**src/rtl/line_ctrl_pkg.sv**
```systemverilog
// Shared types and default constants for the line-following steering controller.
package line_ctrl_pkg;

  typedef enum logic [1:0] {
    ST_IDLE   = 2'd0,
    ST_TRACK  = 2'd1,
    ST_SEARCH = 2'd2,
    ST_STOP   = 2'd3
  } state_t;

  typedef logic [9:0]         duty_t;
  typedef logic signed [11:0] err_t;

  // Wide enough that KP*err + KD*(err-prev_err) never overflows for any 11-bit centroid.
  localparam int ACC_W = 20;
  typedef logic signed [ACC_W-1:0] acc_t;

  localparam int DEF_IMG_CENTER  = 320;
  localparam int DEF_KP          = 2;
  localparam int DEF_KD          = 1;
  localparam int DEF_SHIFT       = 2;
  localparam int DEF_BASE_DUTY   = 600;
  localparam int DEF_SEARCH_DUTY = 300;
  localparam int DEF_PWM_PERIOD  = 1000;
  localparam int DEF_LOST_FRAMES = 4;

  function automatic duty_t clamp_duty(input acc_t v, input acc_t period);
    if (v < 0) return '0;
    if (v > period) return duty_t'(period);
    return duty_t'(v);
  endfunction

endpackage

```
**src/rtl/line_steer_ctrl_if.sv**
```systemverilog
// Frame-result inputs and motor/debug outputs of the steering controller.
interface line_steer_ctrl_if;
  import line_ctrl_pkg::*;

  // centroid_ready is a one-cycle valid pulse with no ready/back-pressure:
  // centroid_x, line_valid and line_lost are only meaningful in that cycle.
  logic        enable;
  logic        centroid_ready;
  logic [10:0] centroid_x;
  logic        line_valid;
  logic        line_lost;

  logic        pwm_left;
  logic        pwm_right;
  duty_t       duty_left;
  duty_t       duty_right;
  logic [1:0]  state_out;

  modport master (
    output enable, centroid_ready, centroid_x, line_valid, line_lost,
    input  pwm_left, pwm_right, duty_left, duty_right, state_out
  );

  modport slave (
    input  enable, centroid_ready, centroid_x, line_valid, line_lost,
    output pwm_left, pwm_right, duty_left, duty_right, state_out
  );

endinterface

```
**src/rtl/line_steer_ctrl_pwm_gen.sv**
```systemverilog
// One motor PWM channel: free-running counter, shadow duty, wrap-time load, compare.
module pwm_gen
  import line_ctrl_pkg::*;
#(
  parameter int PERIOD = DEF_PWM_PERIOD
) (
  input  logic  clk,
  input  logic  rst,
  input  logic  clear,
  input  logic  load,
  input  duty_t duty_in,
  output logic  pwm
);

  duty_t cnt_q, cnt_d;
  duty_t shadow_q, shadow_d;
  duty_t active_q, active_d;
  logic  wrap;

  always_comb begin
    wrap     = (cnt_q == duty_t'(PERIOD - 1));
    cnt_d    = wrap ? '0 : cnt_q + 10'd1;
    shadow_d = load ? duty_in : shadow_q;
    active_d = wrap ? shadow_q : active_q;
    // The counter keeps running through clear so sibling channels stay in phase.
    if (clear) begin
      shadow_d = '0;
      active_d = '0;
    end
  end

  always_ff @(posedge clk) begin
    if (rst) begin
      cnt_q    <= '0;
      shadow_q <= '0;
      active_q <= '0;
    end else begin
      cnt_q    <= cnt_d;
      shadow_q <= shadow_d;
      active_q <= active_d;
    end
  end

  assign pwm = (cnt_q < active_q);

endmodule

```
**src/rtl/line_steer_ctrl.sv**
```systemverilog
// Steering controller: 3-stage PD pipeline (latch, multiply, sum/clamp) feeding
// a track/search/stop FSM and two in-phase PWM channels.
module line_steer_ctrl
  import line_ctrl_pkg::*;
#(
  parameter int IMG_CENTER  = DEF_IMG_CENTER,
  parameter int KP          = DEF_KP,
  parameter int KD          = DEF_KD,
  parameter int SHIFT       = DEF_SHIFT,
  parameter int BASE_DUTY   = DEF_BASE_DUTY,
  parameter int SEARCH_DUTY = DEF_SEARCH_DUTY,
  parameter int PWM_PERIOD  = DEF_PWM_PERIOD,
  parameter int LOST_FRAMES = DEF_LOST_FRAMES
) (
  input  logic             clk,
  input  logic             rst,
  line_steer_ctrl_if.slave bus
);

  // Stage 1: latched frame
  logic        s1_v_q, s1_v_d;
  logic [10:0] x_q, x_d;
  logic        good1_q, good1_d;

  // Stage 2: error and products
  logic  s2_v_q, s2_v_d;
  logic  good2_q, good2_d;
  err_t  err_new;
  err_t  err_q, err_d;
  acc_t  p_q, p_d;
  acc_t  dt_q, dt_d;

  // Stage 3: commit / FSM
  state_t     state_q, state_d;
  logic [7:0] lost_cnt_q, lost_cnt_d;
  logic [7:0] lost_inc;
  err_t       prev_err_q, prev_err_d;
  duty_t      duty_l_q, duty_l_d;
  duty_t      duty_r_q, duty_r_d;
  duty_t      trk_l, trk_r;
  duty_t      srch_l, srch_r;
  acc_t       corr;
  logic       commit;

  // A new pulse kills anything in flight so only the newest frame can commit.
  always_comb begin
    s1_v_d  = bus.centroid_ready & bus.enable;
    x_d     = bus.centroid_ready ? bus.centroid_x : x_q;
    good1_d = bus.centroid_ready ? (bus.line_valid & ~bus.line_lost) : good1_q;

    err_new = $signed({1'b0, x_q}) - err_t'(IMG_CENTER);
    s2_v_d  = s1_v_q & ~bus.centroid_ready & bus.enable;
    good2_d = good1_q;
    err_d   = s1_v_q ? err_new : err_q;
    p_d     = acc_t'(KP) * acc_t'(err_new);
    // Entering TRACK from any other state suppresses the derivative kick.
    dt_d    = (state_q == ST_TRACK) ?
              acc_t'(KD) * (acc_t'(err_new) - acc_t'(prev_err_q)) : '0;

    commit  = s2_v_q & ~bus.centroid_ready & bus.enable;
  end

  always_comb begin
    corr   = (p_q + dt_q) >>> SHIFT;
    trk_l  = clamp_duty(acc_t'(BASE_DUTY) + corr, acc_t'(PWM_PERIOD));
    trk_r  = clamp_duty(acc_t'(BASE_DUTY) - corr, acc_t'(PWM_PERIOD));
    // Pivot toward the side the line was last seen on.
    srch_l = prev_err_q[11] ? '0 : duty_t'(SEARCH_DUTY);
    srch_r = prev_err_q[11] ? duty_t'(SEARCH_DUTY) : '0;
    lost_inc = (state_q == ST_TRACK) ? 8'd1 : lost_cnt_q + 8'd1;
  end

  always_comb begin
    state_d    = state_q;
    lost_cnt_d = lost_cnt_q;
    prev_err_d = prev_err_q;
    duty_l_d   = duty_l_q;
    duty_r_d   = duty_r_q;

    if (!bus.enable) begin
      state_d    = ST_IDLE;
      lost_cnt_d = '0;
      duty_l_d   = '0;
      duty_r_d   = '0;
    end else if (commit) begin
      if (good2_q) begin
        state_d    = ST_TRACK;
        lost_cnt_d = '0;
        prev_err_d = err_q;
        duty_l_d   = trk_l;
        duty_r_d   = trk_r;
      end else begin
        duty_l_d = '0;
        duty_r_d = '0;
        case (state_q)
          ST_TRACK, ST_SEARCH: begin
            lost_cnt_d = lost_inc;
            if (lost_inc >= 8'(LOST_FRAMES)) begin
              state_d = ST_STOP;
            end else begin
              state_d  = ST_SEARCH;
              duty_l_d = srch_l;
              duty_r_d = srch_r;
            end
          end
          default: state_d = state_q;
        endcase
      end
    end
  end

  always_ff @(posedge clk) begin
    if (rst) begin
      s1_v_q     <= 1'b0;
      x_q        <= '0;
      good1_q    <= 1'b0;
      s2_v_q     <= 1'b0;
      good2_q    <= 1'b0;
      err_q      <= '0;
      p_q        <= '0;
      dt_q       <= '0;
      state_q    <= ST_IDLE;
      lost_cnt_q <= '0;
      prev_err_q <= '0;
      duty_l_q   <= '0;
      duty_r_q   <= '0;
    end else begin
      s1_v_q     <= s1_v_d;
      x_q        <= x_d;
      good1_q    <= good1_d;
      s2_v_q     <= s2_v_d;
      good2_q    <= good2_d;
      err_q      <= err_d;
      p_q        <= p_d;
      dt_q       <= dt_d;
      state_q    <= state_d;
      lost_cnt_q <= lost_cnt_d;
      prev_err_q <= prev_err_d;
      duty_l_q   <= duty_l_d;
      duty_r_q   <= duty_r_d;
    end
  end

  // Both channels reset and count identically, so their periods are in phase.
  pwm_gen #(.PERIOD(PWM_PERIOD)) u_pwm_left (
    .clk     (clk),
    .rst     (rst),
    .clear   (~bus.enable),
    .load    (commit),
    .duty_in (duty_l_d),
    .pwm     (bus.pwm_left)
  );

  pwm_gen #(.PERIOD(PWM_PERIOD)) u_pwm_right (
    .clk     (clk),
    .rst     (rst),
    .clear   (~bus.enable),
    .load    (commit),
    .duty_in (duty_r_d),
    .pwm     (bus.pwm_right)
  );

  assign bus.duty_left  = duty_l_q;
  assign bus.duty_right = duty_r_q;
  assign bus.state_out  = state_q;

endmodule

```
**src/flat_wrapper.sv**
```systemverilog
// flat-port wrapper written by rule: the top's interface ports become plain ports
module line_steer_ctrl_flat import line_ctrl_pkg::*;
#(
  parameter int IMG_CENTER  = DEF_IMG_CENTER,
  parameter int KP          = DEF_KP,
  parameter int KD          = DEF_KD,
  parameter int SHIFT       = DEF_SHIFT,
  parameter int BASE_DUTY   = DEF_BASE_DUTY,
  parameter int SEARCH_DUTY = DEF_SEARCH_DUTY,
  parameter int PWM_PERIOD  = DEF_PWM_PERIOD,
  parameter int LOST_FRAMES = DEF_LOST_FRAMES
)
  (clk, rst, bus_enable, bus_centroid_ready, bus_centroid_x, bus_line_valid, bus_line_lost, bus_pwm_left, bus_pwm_right, bus_duty_left, bus_duty_right, bus_state_out);
  line_steer_ctrl_if bus_i ();
  input  logic clk;
  input  logic rst;
  input wire logic [$bits(bus_i.enable)-1:0] bus_enable;
  input wire logic [$bits(bus_i.centroid_ready)-1:0] bus_centroid_ready;
  input wire logic [$bits(bus_i.centroid_x)-1:0] bus_centroid_x;
  input wire logic [$bits(bus_i.line_valid)-1:0] bus_line_valid;
  input wire logic [$bits(bus_i.line_lost)-1:0] bus_line_lost;
  output wire logic [$bits(bus_i.pwm_left)-1:0] bus_pwm_left;
  output wire logic [$bits(bus_i.pwm_right)-1:0] bus_pwm_right;
  output wire logic [$bits(bus_i.duty_left)-1:0] bus_duty_left;
  output wire logic [$bits(bus_i.duty_right)-1:0] bus_duty_right;
  output wire logic [$bits(bus_i.state_out)-1:0] bus_state_out;
  assign bus_i.enable = bus_enable;
  assign bus_i.centroid_ready = bus_centroid_ready;
  assign bus_i.centroid_x = bus_centroid_x;
  assign bus_i.line_valid = bus_line_valid;
  assign bus_i.line_lost = bus_line_lost;
  assign bus_pwm_left = bus_i.pwm_left;
  assign bus_pwm_right = bus_i.pwm_right;
  assign bus_duty_left = bus_i.duty_left;
  assign bus_duty_right = bus_i.duty_right;
  assign bus_state_out = bus_i.state_out;
  line_steer_ctrl #(.IMG_CENTER(IMG_CENTER), .KP(KP), .KD(KD), .SHIFT(SHIFT), .BASE_DUTY(BASE_DUTY), .SEARCH_DUTY(SEARCH_DUTY), .PWM_PERIOD(PWM_PERIOD), .LOST_FRAMES(LOST_FRAMES)) u_core (.clk(clk), .rst(rst), .bus(bus_i));
endmodule
```
**config.mk**
```make
export PLATFORM = sky130hd
export DESIGN_NAME = line_steer_ctrl_flat
export DESIGN_NICKNAME = d
export VERILOG_FILES = /design/src/rtl/line_ctrl_pkg.sv /design/src/rtl/line_steer_ctrl_if.sv /design/src/rtl/line_steer_ctrl_pwm_gen.sv /design/src/rtl/line_steer_ctrl.sv /design/src/flat_wrapper.sv
export SDC_FILE = /design/constraint.sdc
export NUM_CORES = 1
export LEC_CHECK = 0
export CORE_MARGIN = 10
export CORE_UTILIZATION = 50
export CTS_BUF_LIST = sky130_fd_sc_hd__clkbuf_16
export DETAILED_ROUTE_END_ITERATION = 6
export PLACE_DENSITY = 0.71
export SYNTH_ARGS = -nofsm -noshare
export SYNTH_HDL_FRONTEND = slang
export SYNTH_SLANG_ARGS = --single-unit
```
**constraint.sdc**
```tcl
create_clock -name clk -period 8.6 [get_ports clk]
set_input_delay 1.72 -clock clk [delete_from_list [all_inputs] [get_ports clk]]
set_output_delay 1.72 -clock clk [all_outputs]
set_load 0.005 [all_outputs]
```
### Yosys cells after proc, flatten, opt, wreduce, memory -nomap -nowiden

Index checks and enable logic that the tools add are counted.

| storage, ports and cells | value |
|---|---|
| bits in registers | 162 |
| output and inout port bits | 24 |

| operators by class | value |
|---|---|
| add/subtract/negate cells | 8 |
| magnitude comparators | 7 |
| equality and inequality tests | 4 |
| muxes and demuxes | 32 |
| bitwise operators | 10 |
| reductions and logical operators | 8 |

Operators with widths:

| operator | number |
|---|---|
| $mux 10 | 18 |
| $gt 19x11->1 const B | 2 |
| $lt 19x1->1 const B | 2 |
| $mux 8 | 3 |
| $add 10x1->10 const B | 2 |
| $add 13x20->20 | 1 |
| $eq 10x10->1 const B | 2 |
| $lt 10x10->1 | 2 |
| $add 11x18->19 const A | 1 |
| $sub 11x18->19 const A | 1 |
| $mux 9 | 2 |
| $sub 12x12->13 | 1 |
| $sub 11x9->12 const B | 1 |
| $reduce_or 2->1 | 5 |
| $add 8x1->8 const B | 1 |
| $ge 8x3->1 const B | 1 |
| $mux 1 | 7 |
| $and 1x1->1 | 6 |
| $mux 2 | 2 |
| $not 1->1 | 4 |
| $reduce_and 3->1 | 1 |
| $eq 2x1->1 const B | 1 |
| $eq 2x2->1 const B | 1 |
| $reduce_and 2->1 | 1 |
| $reduce_bool 2->1 | 1 |

### Depth between registers and ports, before layout

Gate-level depths: netlist of run 1.

| depth | value |
|---|---|
| depth in word-level cells | 10 |
| depth in mapped cells | 16 |
| depth with buffers taken out | 15 |

### Cells and area by module

A second synthesis of run 1 with hierarchy kept.

| second synthesis, totals | value |
|---|---|
| cells, all modules | 976 |
| area total of the unflattened synthesis | 8,239.2 um^2 |

By module, submodules not included:

| module | times used | cells each | area an instance (um^2) | seq. area each (um^2) |
|---|---|---|---|---|
| line_steer_ctrl | 1 | 688 | 5,544.1 | 1,861.8 |
| pwm_gen | 2 | 144 | 1,347.5 | 600.6 |

### Worst setup path before layout of run 1

No wires, ideal clock.

| path | value |
|---|---|
| path kind | input-to-reg |
| from | input bus_centroid_ready |
| to | register u_core.u_pwm_left.shadow_q[2] |
| setup time | 0.069 ns |
| arrival | 3.530 ns |
| required time | 8.531 ns |
| setup slack | 5.001 ns |
| cell stages on the path | 9 |
| buffers on the path | 2 |
| cell sequence | clkbuf_1 -> nor2b_1 -> clkbuf_1 -> nand2_1 -> nor2_1 -> nand2b_1 -> o21a_1 -> or4b_1 -> o21ai_1 |

| between the ends | value |
|---|---|
| word-level cells in the longest chain between the ends | 5 |

Ends and longest elaborated chain:

| item | RTL line | RTL |
|---|---|---|
| from (decl) | flat_wrapper.sv:18 | `input wire logic [$bits(bus_i.centroid_ready)-1:0] bus_centroid_ready;` |
| $not 1->1 (*) | line_steer_ctrl.sv:60 | `commit = s2_v_q & ~bus.centroid_ready & bus.enable;` |
| $and 1x1->1 (*) (2 in series) | line_steer_ctrl.sv:60 |  |
| $mux 10 | line_steer_ctrl.sv:85 | `end else if (commit) begin` |
| $mux 10 | line_steer_ctrl.sv:80 | `if (!bus.enable) begin` |
| to (signal assigned) | line_steer_ctrl_pwm_gen.sv:39 | `shadow_q <= shadow_d;` |
| to (decl) | line_steer_ctrl_pwm_gen.sv:16 | `duty_t shadow_q, shadow_d;` |

Every way passes the cells marked *; elsewhere a longest branch is shown, timed or not.
A chain may end at the register's enable or synchronous reset.

### Final worst setup path of run 1

| path | value |
|---|---|
| from | input bus_centroid_ready |
| to | register u_core.duty_r_q[5] (netlist: u_core.bus.duty_right[5]) |

| between the ends | value |
|---|---|
| word-level cells in the longest chain between the ends | 5 |

Ends and longest elaborated chain:

| item | RTL line | RTL |
|---|---|---|
| $not 1->1 | line_steer_ctrl.sv:60 |  |
| $and 1x1->1 (2 in series) | line_steer_ctrl.sv:60 |  |
| $mux 10 | line_steer_ctrl.sv:85 |  |
| $mux 10 | line_steer_ctrl.sv:80 |  |
| to (signal assigned) | line_steer_ctrl.sv:140 | `duty_r_q <= duty_r_d;` |
| to (decl) | line_steer_ctrl.sv:39 | `duty_t duty_r_q, duty_r_d;` |

No other way between the ends.

==> results of run 1 <==
==> critical path, stage by stage <==
cell	delay, ns
sky130_fd_sc_hd__clkdlybuf4s50_1	0.83
sky130_fd_sc_hd__nor2b_1	0.68
sky130_fd_sc_hd__nand2_1	0.51
sky130_fd_sc_hd__nor2_1	0.31
sky130_fd_sc_hd__nand2b_1	0.14
sky130_fd_sc_hd__o21a_1	0.27
sky130_fd_sc_hd__nor3_1	0.48
sky130_fd_sc_hd__a21oi_1	0.09
sky130_fd_sc_hd__o21ai_1	0.10
==> sequential cells by signal (all words and copies together) (netlist names), 2 cells and up <==
signal / flops
u_core.x_q: 11
u_core.bus.duty_left: 10
u_core.err_q: 12
u_core.p_q: 12
u_core.bus.state_out: 2
u_core.u_pwm_left.active_q: 10
u_core.u_pwm_right.active_q: 10
u_core.u_pwm_right.cnt_q: 10
u_core.u_pwm_right.shadow_q: 10
u_core.u_pwm_left.cnt_q: 10
u_core.prev_err_q: 12
u_core.bus.duty_right: 10
u_core.dt_q: 12
u_core.lost_cnt_q: 8
u_core.u_pwm_left.shadow_q: 10
==> power by group <==
part / leakage [nW] / internal, mW / switching [mW]
sequential: 1.24 / 0.721 / 0.0101
clock: 0.289 / 0.451 / 0.289
combinational: 1.92 / 0.0778 / 0.109
total: 3.45 / 1.25 / 0.408
==> how the worst max path moves through the flow <==
stage,cells past startpoint,endpoint,slack (ns),from
2_1_floorplan,9,u_core.u_pwm_left.shadow_q[2]$_SDFFE_PP0P_,5.00,bus_centroid_ready
3_3_place_gp,8,u_core.u_pwm_left.shadow_q[2]$_SDFFE_PP0P_,3.55,bus_centroid_ready
3_5_place_dp,9,u_core.bus.duty_right[5]$_SDFF_PP0_,3.46,bus_centroid_ready
4_1_cts,9,u_core.bus.duty_right[5]$_SDFF_PP0_,3.86,bus_centroid_ready
5_1_grt,9,u_core.u_pwm_right.shadow_q[5]$_SDFFE_PP0P_,3.46,bus_centroid_ready
6_report,9,u_core.bus.duty_right[5]$_SDFF_PP0_,3.80,bus_centroid_ready
==> per-stage QoR <==
step | power [mW] | worst slack, ns | hold WS (ns) | std cells
after floorplan | 0.8871 | 5.001 | 0.4206 | 929
after global placement | 0.9300 | 3.549 | 0.4350 | 1148
after detailed placement | 0.9317 | 3.463 | 0.4414 | 1148
after CTS | 1.670 | 3.855 | 0.4537 | 1179
after global routing | 1.723 | 3.462 | 0.4649 | 1179
final | 1.658 | 3.801 | 0.4539 | 1179
==> cells in the final DEF (no fill, tap or decap), drive strengths merged, types with 5 or more instances in the layout <==
cell,n
clkbuf,17
nand2b,16
ha,50
o21ai,46
nand3,24
nand2,73
dfxtp,153
mux2i,45
a211oi,18
and3,10
nor3,24
nor2,110
inv,64
clkdlybuf4s50,39
o21a,5
and2,8
nor3b,6
nor2b,14
or3,7
xor2,15
a21o,20
nand4,10
a31oi,7
xnor2,28
clkinv,6
a32o,9
a21oi,64
buf,5
==> kinds of logic after synthesis <==
logic type | Yosys count | share of synthesized area [%]
compound gates | 212 | 18.70
xor+xnor | 43 | 5.429
fa+ha+maj | 52 | 8.136
buf+inv | 102 | 5.093
flops | 153 | 37.44
mux | 45 | 5.551
simple gates | 322 | 19.65
==> routing by layer <==
layer  wire, µm  track usage (%)  vias up
met3        632            3.968       14
met4        170            4.212        0
met1       8363            20.07     3061
met2       9123            29.64       94
met5          0                0        -
li1           -                -     3310
==> layout make-up <==
type / count / share of cell area [%]
clock buffer: 17 / 4.587
clock inverter: 14 / 1.700
inverter: 61 / 2.496
multi-input combinational: 674 / 50.69
sequential: 153 / 33.02
tap: 216 / 2.914
timing repair buffer: 44 / 4.587
==> flow_summary.json, run 1 <==
{
  "yosys.cell_count.top_type": "sky130_fd_sc_hd__dfxtp_1",
  "whs_path_depth": 2,
  "tritoncts.num_buffers": 17,
  "critical_path_endpoint_category": "register",
  "synthesis.area_um2": 8182,
  "via_count": 6479,
  "cts.repair_timing.setup_buffer_count": 0,
  "run_status": "finished clean",
  "design.die.area_um2": 21880,
  "sequential_cell_area_um2": 3063,
  "clk-insertion-delay-late_ns": 0.43,
  "yosysTopAreaCell": "sky130_fd_sc_hd__dfxtp_1",
  "static-leakage-power_nw": 3.445,
  "netlist_top_cells_count": "153 x sky130_fd_sc_hd__dfxtp_1, 109 x sky130_fd_sc_hd__nor2_1, 72 x sky130_fd_sc_hd__nand2_1",
  "area_of_combinational_cells_with_multiple_inputs_um2": 4702,
  "number_of_buffers_added_on_ports": 40,
  "syn_area_per_cell_um2": 8.807,
  "critPathRequiredTime_ns": 8.95,
  "synth_flop_cell": "sky130_fd_sc_hd__dfxtp_1",
  "cts_hold_repair.buffers": 0,
  "r2r.worst_path.cells": 15,
  "holdCritStartpoint": "u_core.u_pwm_left.shadow_q[4]$_SDFFE_PP0P_",
  "grt_use_total_pct": 16.82,
  "num_rows": 46,
  "synth.top_cells.by_area": "sky130_fd_sc_hd__dfxtp_1 37%, sky130_fd_sc_hd__ha_1 7.6%, sky130_fd_sc_hd__mux2i_1 5.4%",
  "share_of_flip_flops_with_an_asynchronous_set_or_reset_pct": 0,
  "endpoint_of_the_worst_slack_reg_to_reg_timing_path": "u_core.u_pwm_right.shadow_q[7]$_SDFFE_PP0P_",
  "yosys_warnings": 0,
  "placeableCoreArea_um2": 15940,
  "hold_path_sink": "u_core.u_pwm_left.shadow_q[4]$_SDFFE_PP0P_",
  "hpwlAfterDp_um": 13460,
  "final_antenna_violating_net_count": 0,
  "critical_path.max_fanout": 18,
  "area_growth_pct": 13.37,
  "hold_violations": 0,
  "die_h_um": 147.9,
  "final-setup-viol-count": 0,
  "grt_remaining_overflow": 0,
  "finish.instance_area_um2": 9275,
  "final.setup_skew_ns": 0.01105,
  "top_level_ports": 41,
  "setup-tns-final_ns": 0,
  "ctsHtreeMaxLevel": 4,
  "finalWirelength_um": 18290,
  "postSynthNetCount": 998,
  "syn-instance-count": 929,
  "post_cts_resized": 0,
  "drt-vias-per-instance": 5.495,
  "holdCritPathClass": "reg2reg",
  "synth_top_cell_area_share_pct": 37.44,
  "timing.final.max_slew_violations": 0,
  "initial_antenna_violation_count": 0,
  "drt_drc_violations_left": 0,
  "netlist-cell-type-count": 96,
  "start_kind": "input pin",
  "final_layout_size_suffix_gt1_share_pct": 8.723,
  "synth_edf_count": 0,
  "power_density_nw_per_um2": 178.8,
  "antenna-diode-count": 0,
  "achievable-frequency_mhz": 208.4,
  "max_slew.worst_pin.slew_ns": 1.140,
  "grt_pass1_vias": 6209,
  "setup.worst_path.class": "in2reg",
  "maxCapViolations": 0,
  "drt_pass1_iterations": 5,
  "slew_headroom_pct": 23.75,
  "min_period_over_period_pct": 55.80,
  "r2r_slack_ns": 4.65,
  "finalWeightedCongestion": 0.8840,
  "period_minus_slack_ns": 4.799,
  "clkSlewWorstSetupHoldPaths_ns": 0.06,
  "start_util_pct": 51.32,
  "cts_root_buf": "sky130_fd_sc_hd__clkbuf_16",
  "ctsLongestPathBuffers": 2,
  "grt_pass1_wl_um": 30450,
  "ys_ff_latch": 153,
  "final_nets": 1020,
  "pin_count_of_the_biggest_net_entering_global_routing": 63,
  "floorplan.die.width_um": 147.9,
  "1st_iter_drt_viols": 355,
  "crit_arrival_ns": 5.15,
  "wire_length_per_cell_after_detailed_routing_um": 15.51,
  "synth.yosys.seq_area_share_pct": 37.44,
  "placedInstanceArea_um2": 8692,
  "reg2reg_from": "u_core.dt_q[2]$_SDFF_PP0_",
  "clock-sinks": 153,
  "max-vdd-ir-drop_mv": 0.1463,
  "cts_tree": "done",
  "final_core_utilization_pct": 58.18,
  "layout.filler_cells": 1430,
  "rsz_0062_raised_after_global_routing": "no"
}
Note: power is estimated with default switching activity, not from simulation.
==> run 2, diff against run 1 <==
--- a/config.mk
+++ b/config.mk
@@ -9,7 +9,7 @@
 export CORE_UTILIZATION = 50
 export CTS_BUF_LIST = sky130_fd_sc_hd__clkbuf_16
 export DETAILED_ROUTE_END_ITERATION = 6
-export PLACE_DENSITY = 0.71
+export PLACE_DENSITY = 0.74
 export SYNTH_ARGS = -nofsm -noshare
 export SYNTH_HDL_FRONTEND = slang
 export SYNTH_SLANG_ARGS = --single-unit
==> constraint.sdc (replaced) <==
create_clock -name clk -period 4.25 [get_ports clk]
set_input_delay 0.85 -clock clk [delete_from_list [all_inputs] [get_ports clk]]
set_output_delay 0.85 -clock clk [all_outputs]
set_load 0.005 [all_outputs]
==> run 2 against run 1 <==
Sequential power up 100%. Flip-flop and latch count stayed put. Core utilization grew 0.53 points. Cell area is 0.92% higher. Register-to-register slack worse by 4.2 ns. Via count rose by 1.5%. Largest power group unchanged.
==> flow_summary.json, run 2 (same netlist as run 1, synthesis figures left out) <==
{
  "cts_root_buf": "sky130_fd_sc_hd__clkbuf_16",
  "drt_pass1_iterations": 5,
  "placedInstanceArea_um2": 8760,
  "final_antenna_violating_net_count": 0,
  "setup.worst_path.class": "reg2reg",
  "grt_remaining_overflow": 0,
  "setup-tns-final_ns": 0,
  "ctsHtreeMaxLevel": 4,
  "via_count": 6574,
  "crit_arrival_ns": 4.06,
  "finalWeightedCongestion": 0.9357,
  "cts_tree": "done",
  "post_cts_resized": 0,
  "critical_path_buf_inv_count": 1,
  "initial_antenna_violation_count": 0,
  "cpLargestDelayFamily": "compound AO/OA/AOI/OAI gates",
  "start_util_pct": 51.32,
  "timing.final.max_slew_violations": 0,
  "grt_pass1_wl_um": 30650,
  "static-leakage-power_nw": 3.483,
  "hpwlAfterDp_um": 13100,
  "layout.filler_cells": 1376,
  "cp_slowest_stage_delay_ns": 0.45,
  "pin_count_of_the_biggest_net_entering_global_routing": 61,
  "grt_use_total_pct": 16.78,
  "dpl.cell_count": 1157,
  "slowest_stage": "sky130_fd_sc_hd__fa_1",
  "die_h_um": 147.9,
  "drt_drc_violations_left": 0,
  "finalWirelength_um": 18040,
  "floorplan.die.width_um": 147.9,
  "ctsLongestPathBuffers": 2,
  "clock-sinks": 153,
  "rsz_0062_raised_after_global_routing": "no",
  "r2r.worst_path.cells": 15,
  "final_layout_size_suffix_gt1_share_pct": 9.764,
  "achievable-frequency_mhz": 266.3,
  "whs_path_depth": 2,
  "max_slew.worst_pin.slew_ns": 1.110,
  "crit_chain": "inv_1 > fa_1 > nand2b_2 > a21oi_1 > xor2_1 > ha_1 > nand3_1 > a211oi_1 > a211o_1 > a22oi_2 > a2111oi_2 > o21ai_2 > and3_4 > nor4_1 > o21ai_1",
  "power_density_nw_per_um2": 362.9,
  "cts_hold_repair.buffers": 0,
  "grt_pass1_vias": 6271,
  "final_nets": 1029,
  "critPathRequiredTime_ns": 4.56,
  "holdCritPathClass": "reg2reg",
  "wire_length_per_cell_after_detailed_routing_um": 15.17,
  "path_depth": 15,
  "drt-vias-per-instance": 5.529,
  "tritoncts.num_buffers": 17,
  "run_status": "finished clean",
  "stdcell_count": 1189,
  "maxCapViolations": 0,
  "design.die.area_um2": 21880,
  "period_minus_slack_ns": 3.755,
  "num_rows": 46,
  "number_of_buffers_added_on_ports": 40,
  "final-setup-viol-count": 0,
  "critical_path_endpoint_category": "register",
  "clkSlewWorstSetupHoldPaths_ns": 0.06,
  "most_common_cell_after_layout_fill_and_taps_aside": "sky130_fd_sc_hd__dfxtp_1",
  "antenna-diode-count": 0,
  "top_level_ports": 41,
  "critical_path.max_fanout": 5,
  "placeableCoreArea_um2": 15940,
  "clk-insertion-delay-late_ns": 0.43,
  "mostFrequentLayoutCells": "153 x sky130_fd_sc_hd__dfxtp_1, 109 x sky130_fd_sc_hd__nor2_1, 72 x sky130_fd_sc_hd__nand2_1",
  "finish.instance_area_um2": 9360,
  "1st_iter_drt_viols": 430,
  "slew_headroom_pct": 25.74,
  "hold_violations": 0,
  "cts.repair_timing.setup_buffer_count": 0,
  "max-vdd-ir-drop_mv": 0.3741,
  "min_period_over_period_pct": 88.36,
  "start_kind": "register",
  "area_growth_pct": 14.41,
  "final.setup_skew_ns": 0.008640
}
## run 2: cell count changes in the layout (fill, tap and decap cells not counted), sizes merged
cell,change
inv,-1
clkinvlp,+2
buf,+9
## run 2: metrics by stage
stage	hold WS [ns]	worst slack, ns	power, mW	util [%]
after global routing	0.4639	0.1347	3.529	58.71
after global placement	0.4353	0.6628	1.879	54.94
after CTS	0.4523	0.4829	3.421	58.71
after detailed placement	0.4430	0.5177	1.882	54.94
final	0.4467	0.4949	3.397	58.71
after floorplan	0.4206	0.8533	1.795	-
## run 2: worst paths after layout
check | start | to | slack (ns)
max | u_core.dt_q[2]$_SDFF_PP0_ | u_core.u_pwm_right.shadow_q[7]$_SDFFE_PP0P_ | 0.49
min reg2reg | u_core.err_q[7]$_SDFFE_PP0P_ | u_core.prev_err_q[7]$_SDFFE_PP0P_ | 0.45
min | u_core.err_q[7]$_SDFFE_PP0P_ | u_core.prev_err_q[7]$_SDFFE_PP0P_ | 0.45
max reg2reg | u_core.dt_q[2]$_SDFF_PP0_ | u_core.u_pwm_right.shadow_q[7]$_SDFFE_PP0P_ | 0.49
## run 2: layout make-up
cell class                 instances  area (µm²)  share of cell area [%]
timing repair buffer              53       493.0                   5.267
tap                              216       270.3                   2.887
clock buffer                      17       425.4                   4.545
multi-input combinational        674        4702                   50.23
clock inverter                    15       175.2                   1.871
inverter                          61       231.5                   2.473
sequential                       153        3063                   32.72
## run 2: layer usage
| metal | track usage, % | vias up | share of wire, % |
|---|---|---|---|
| li1 | - | 3335 | - |
| met3 | 3.480 | 27 | 3.7 |
| met4 | 6.046 | 0 | 2.1 |
| met2 | 28.22 | 121 | 47 |
| met5 | 0 | - | 0 |
| met1 | 20.73 | 3091 | 47 |
## run 2: worst reg2reg max path, cell delays in order (launching register included)
cell,delay (ns)
sky130_fd_sc_hd__dfxtp_1,0.33
sky130_fd_sc_hd__inv_1,0.06
sky130_fd_sc_hd__fa_1,0.45
sky130_fd_sc_hd__nand2b_2,0.22
sky130_fd_sc_hd__a21oi_1,0.17
sky130_fd_sc_hd__xor2_1,0.33
sky130_fd_sc_hd__ha_1,0.24
sky130_fd_sc_hd__nand3_1,0.07
sky130_fd_sc_hd__a211oi_1,0.20
sky130_fd_sc_hd__a211o_1,0.25
sky130_fd_sc_hd__a22oi_2,0.12
sky130_fd_sc_hd__a2111oi_2,0.40
sky130_fd_sc_hd__o21ai_2,0.10
sky130_fd_sc_hd__and3_4,0.20
sky130_fd_sc_hd__nor4_1,0.40
sky130_fd_sc_hd__o21ai_1,0.09
## run 2: power by group
part           switching [mW]  internal [mW]
combinational           0.217          0.161
clock                   0.617          0.924
sequential             0.0198           1.46
total                   0.854           2.54
==> variant 1, RTL diff (flow settings as in run 2) <==
Make the reset (`rst`) asynchronous in 2 clocked blocks.
--- a/src/rtl/line_steer_ctrl_pwm_gen.sv
+++ b/src/rtl/line_steer_ctrl_pwm_gen.sv
@@ -30,5 +30,5 @@
   end
 
-  always_ff @(posedge clk) begin
+  always_ff @(posedge clk or posedge rst) begin
     if (rst) begin
       cnt_q    <= '0;
--- a/src/rtl/line_steer_ctrl.sv
+++ b/src/rtl/line_steer_ctrl.sv
@@ -110,5 +110,5 @@
   end
 
-  always_ff @(posedge clk) begin
+  always_ff @(posedge clk or posedge rst) begin
     if (rst) begin
       s1_v_q     <= 1'b0;
Behaviour: differs if rst is asserted again (counterexample within 4 cycles, from zero or initial values and one cycle with rst high); with rst held inactive, the same outputs for 4 cycles.
==> variant 1 against run 2 <==
Critical path depth down 5; non-clock buffer count down 5; largest cell class unchanged; power grew 11%; routed wire length is 5.5% lower; highest routed layer unchanged; via count is 7.3% lower; count of clock-buffer cells in the layout unchanged; first-iteration DRC count is 17% lower; final area increased by 2.5%; fmax is 0.63% lower; sequential cell count is the same; combinational power up 78%; setup slack lost 0.024 ns; critical endpoint is now bus_pwm_right; area after synthesis rose by 2.5%; clock skew about the same.
==> variant 1: results (changes against run 2) <==
Status
  – Status: finished, final reports clean

Detailed routing
  – Routed vias/inst: 5.51 (-0.33%)
  – DR iter-0 viols: 357 (-17%)
  – WL final: 17100 um (-5.5%)
  – Wl on met1: 7810 um (-7.4%)
  – WL met3: 671 um (-0.15%)

Cells and area
  – Multi-input gate count: 602 (-11%)
  – Non-clk buf share: 5.06% (-0.21 points)
  – Buffers, non-clock: 48 (-9.4%)
  – Num sequential: 153 (unchanged)
  – Clk tree area frac: 6.11% (-0.30 points)
  – Fill cells: 1410 (+2.5%)
  – Area of the multi-input gates: 0.00422 mm2 (-10%)

Synthesis
  – Asr flop ratio synth: 100% (+100 points)
  – Post-synthesis sequential area ratio: 45.6% (+8.2 points)
  – Synth unique cells: 78 (-19%)
  – Post-Synthesis Cells: 843 (-9.3%)

Setup path
  – Reg-to-Reg End: u_core.u_pwm_right.shadow_q[1]
  – Worst Setup EP: bus_pwm_right
  – Max incr delay on CP: 0.49 ns (+0.04 ns)
  – Internal reg-to-reg setup slack: 0.52 ns (+0.03 ns)
  – Crit path max fanout: 4 (-1)
  – Setup crit start: u_core.u_pwm_right.cnt_q[1]

Global route
  – Met2 usage: 26.4% (-1.8 points)
  – Tot GR Track Use: 16.2% (-0.58 points)
  – First-pass GRT wire length: 29600 um (-3.6%)
  – Largest net degree at the start of global routing: 69 (+13%)
  – Vias in the first global route: 6124 (-2.3%)
  – M3 GR Usage: 3.93% (+0.45 points)

Worst hold path
  – WHS Path Cells: 0 (-2)

Place
  – RD Place Congestion: 0.889 (-5.0%)
  – Place WS: 0.575 ns (+0.0571 ns)
  – Post-DP HPWL: 12200 um (-6.9%)

Power and ir drop
  – Pleak: 4.36 nW (+25%)

Die
  – Die ar.: 0.0224 mm2 (+2.2%)

Timing
  – Hold WS: 0.381 ns (-0.0657 ns)
  – Fmax: 265 MHz (-0.63%)
-- variant 1: cell types whose count changed in the layout (fill, tap and decap cells not counted), sizes merged, moves of 11 or more --
cell    change
dfrtp     +153
dfxtp     -153
nor2       -61
mux2i      -34
nand2      +27
a21oi      -22
mux2       +19
nor3       -14
a211oi     -12
a21o       +11
o31ai      +11
-- variant 1: report_power, final --
group	internal [mW]	switching, mW
registers	1.53	0.0414
logic	0.276	0.398
clock network	0.961	0.568
total	2.76	1.01
-- variant 1: logic make-up (layout without fill, tap and decap cells) --
kind of cell             after synthesis  count (layout)  share of synthesized area, %
AND/OR/NAND/NOR                      267             267                          15.5
AO/OA/AOI/OAI                        208             208                          18.0
flip-flops                           153             153                          45.6
buffers and inverters                 88             131                          4.19
adder cells (fa/ha/maj)               52              52                          7.93
XOR/XNOR                              45              45                          4.97
multiplexers                          30              30                          3.86
==> variant 2, RTL diff (config.mk and constraints of run 2) <==
Without the edit above. The package constant `ACC_W` goes from 20 to 28.
--- a/src/rtl/line_ctrl_pkg.sv
+++ b/src/rtl/line_ctrl_pkg.sv
@@ -13,5 +13,5 @@
 
   // Wide enough that KP*err + KD*(err-prev_err) never overflows for any 11-bit centroid.
-  localparam int ACC_W = 20;
+  localparam int ACC_W = 28;
   typedef logic signed [ACC_W-1:0] acc_t;
 
Behaviour: same outputs for any inputs over 4 cycles, from zero or initial values and one cycle with rst high; that may be too few to reach the edited logic, so the function may still have changed.
==> variant 2 against run 2 <==
Area after synthesis is 3.4% lower; routed wire length is 7.5% lower; critical path depth stayed put; via count is 3.1% lower; final area is 3.0% lower; setup slack worse by 0.30 ns; sequential cell count stayed put; global-route usage is 1.2 points lower; power is 4.3% lower; die area is 3.0% lower; critical path type unchanged.
==> variant 2: results (changes against run 2) <==
Status
  – Status: finished, final reports clean

Power and ir drop
  – P_sw: 0.790 mW (-7.5%)

Place
  – Cell Area, Placed: 0.00850 mm2 (-3.0%)
  – RD Place Congestion: 0.922 (-1.5%)
  – Post-DP HPWL: 12300 um (-5.9%)
  – Buffers added on ports: 40 (unchanged)

Synthesis
  – Post-synthesis sequential area ratio: 38.8% (+1.3 points)
  – Syn_nets: 990 (-0.80%)
  – Yosys warnings: 0 (unchanged)
  – Most used DFF post-synth: dfxtp_1
  – Area contributors post-synth: dfxtp_1, ha_1, nor2_1
  – Synth top cells by count: dfxtp_1, nor2_1, nand2_1
  – Complex-gate fraction of the synthesized area: 18.4% (-0.33 points)
  – Post-synthesis adder-cell area fraction: 8.43% (+0.29 points)
  – Multiplexer share of the synthesized area: 5.32% (-0.23 points)

Global route
  – Largest net degree at the start of global routing: 58 (-4.9%)
  – Met2 usage: 25.9% (-2.3 points)
  – Tot GR Track Use: 15.6% (-1.2 points)
  – Met1 usage: 19.5% (-1.2 points)
  – Vias in the first global route: 5933 (-5.4%)
  – First-pass GRT wire length: 28200 um (-8.1%)
  – M3 GR Usage: 3.38% (-0.096 points)

Setup path
  – Data arrival, critical path: 4.37 ns (+0.31 ns)
  – Internal reg-to-reg setup slack: 0.19 ns (-0.30 ns)
  – Max incr delay on CP: 0.51 ns (+0.06 ns)
  – Slowest CP cell: or4_1

Detailed routing
  – WL met3: 543 um (-19%)
  – WL final: 16700 um (-7.5%)
  – Via count: 6367 (-3.1%)
  – Wl on met1: 8040 um (-4.8%)
  – TritonRoute pass-1 iters: 4 (-1)
  – Met2 routed WL: 7900 um (-7.7%)

Cells and area
  – Fill cells: 1364 (-0.87%)
  – Buffers, non-clock: 52 (-1.9%)
  – Clk tree area frac: 6.22% (-0.20 points)
  – Non-clk buf share: 5.35% (+0.083 points)
  – Fraction of area in multi-input gates: 49.2% (-0.99 points)
  – Multi-input gate count: 671 (-0.45%)
  – Post-route cell area: 0.00907 mm2 (-3.0%)
  – Share of layout cells above drive strength 1: 7.02% (-2.7 points)

CTS
  – Root Driver: clkbuf_16

Timing
  – Skew final: 0.00998 ns (+0.00134 ns)
-- variant 2: cells by family (layout without fill, tap and decap cells) --
logic type / Yosys count / count (layout)
and+or+nand+nor: 323 / 323
muxes: 42 / 42
buffers and inverters: 97 / 145
adders and majority gates: 52 / 52
DFF: 153 / 153
xor gates and xnor gates: 43 / 43
AOI/OAI and AO/OA: 211 / 211
-- variant 2: power by group through the flow --
stage                     clock [mW]  sequential, mW  combinational, mW
final                           1.43            1.48              0.343
after global routing            1.51            1.48              0.383
after CTS                       1.45            1.48              0.340
after detailed placement           0            1.51              0.337
after global placement             0            1.51              0.335
after floorplan                    0            1.50              0.258
-- variant 2: final timing paths --
check,cells after the start,endpoint,from
min reg2reg,2,u_core.u_pwm_right.shadow_q[1],u_core.u_pwm_right.shadow_q[1]
max,15,u_core.u_pwm_right.shadow_q[0],u_core.dt_q[3]
min,2,u_core.u_pwm_right.shadow_q[1],u_core.u_pwm_right.shadow_q[1]
max reg2reg,15,u_core.u_pwm_right.shadow_q[0],u_core.dt_q[3]
-- variant 2: tightest hold or removal path, cell delays in order, from the launching register on --
cell and delay (ns):
dfxtp_1 0.31, nand2_1 0.05, nand2_1 0.04
-- variant 2: timing repair --
item,CTS,global route
gates resized for setup,0,3
buffers inserted,0,1
hold buffers,0,0
setup endpoints to repair,0,8
-- variant 2: metrics by stage --
stage | instances | hold slack, ns | util, % | setup WS, ns | power [mW]
floorplan | 921 | 0.415 | - | 0.210 | 1.76
global placement | 1147 | 0.434 | 55.3 | 0.276 | 1.84
detailed placement | 1147 | 0.438 | 55.3 | 0.215 | 1.85
CTS | 1179 | 0.446 | 59.0 | 0.193 | 3.27
global route | 1180 | 0.464 | 59.0 | 0.00368 | 3.37
finish | 1180 | 0.446 | 59.0 | 0.191 | 3.25
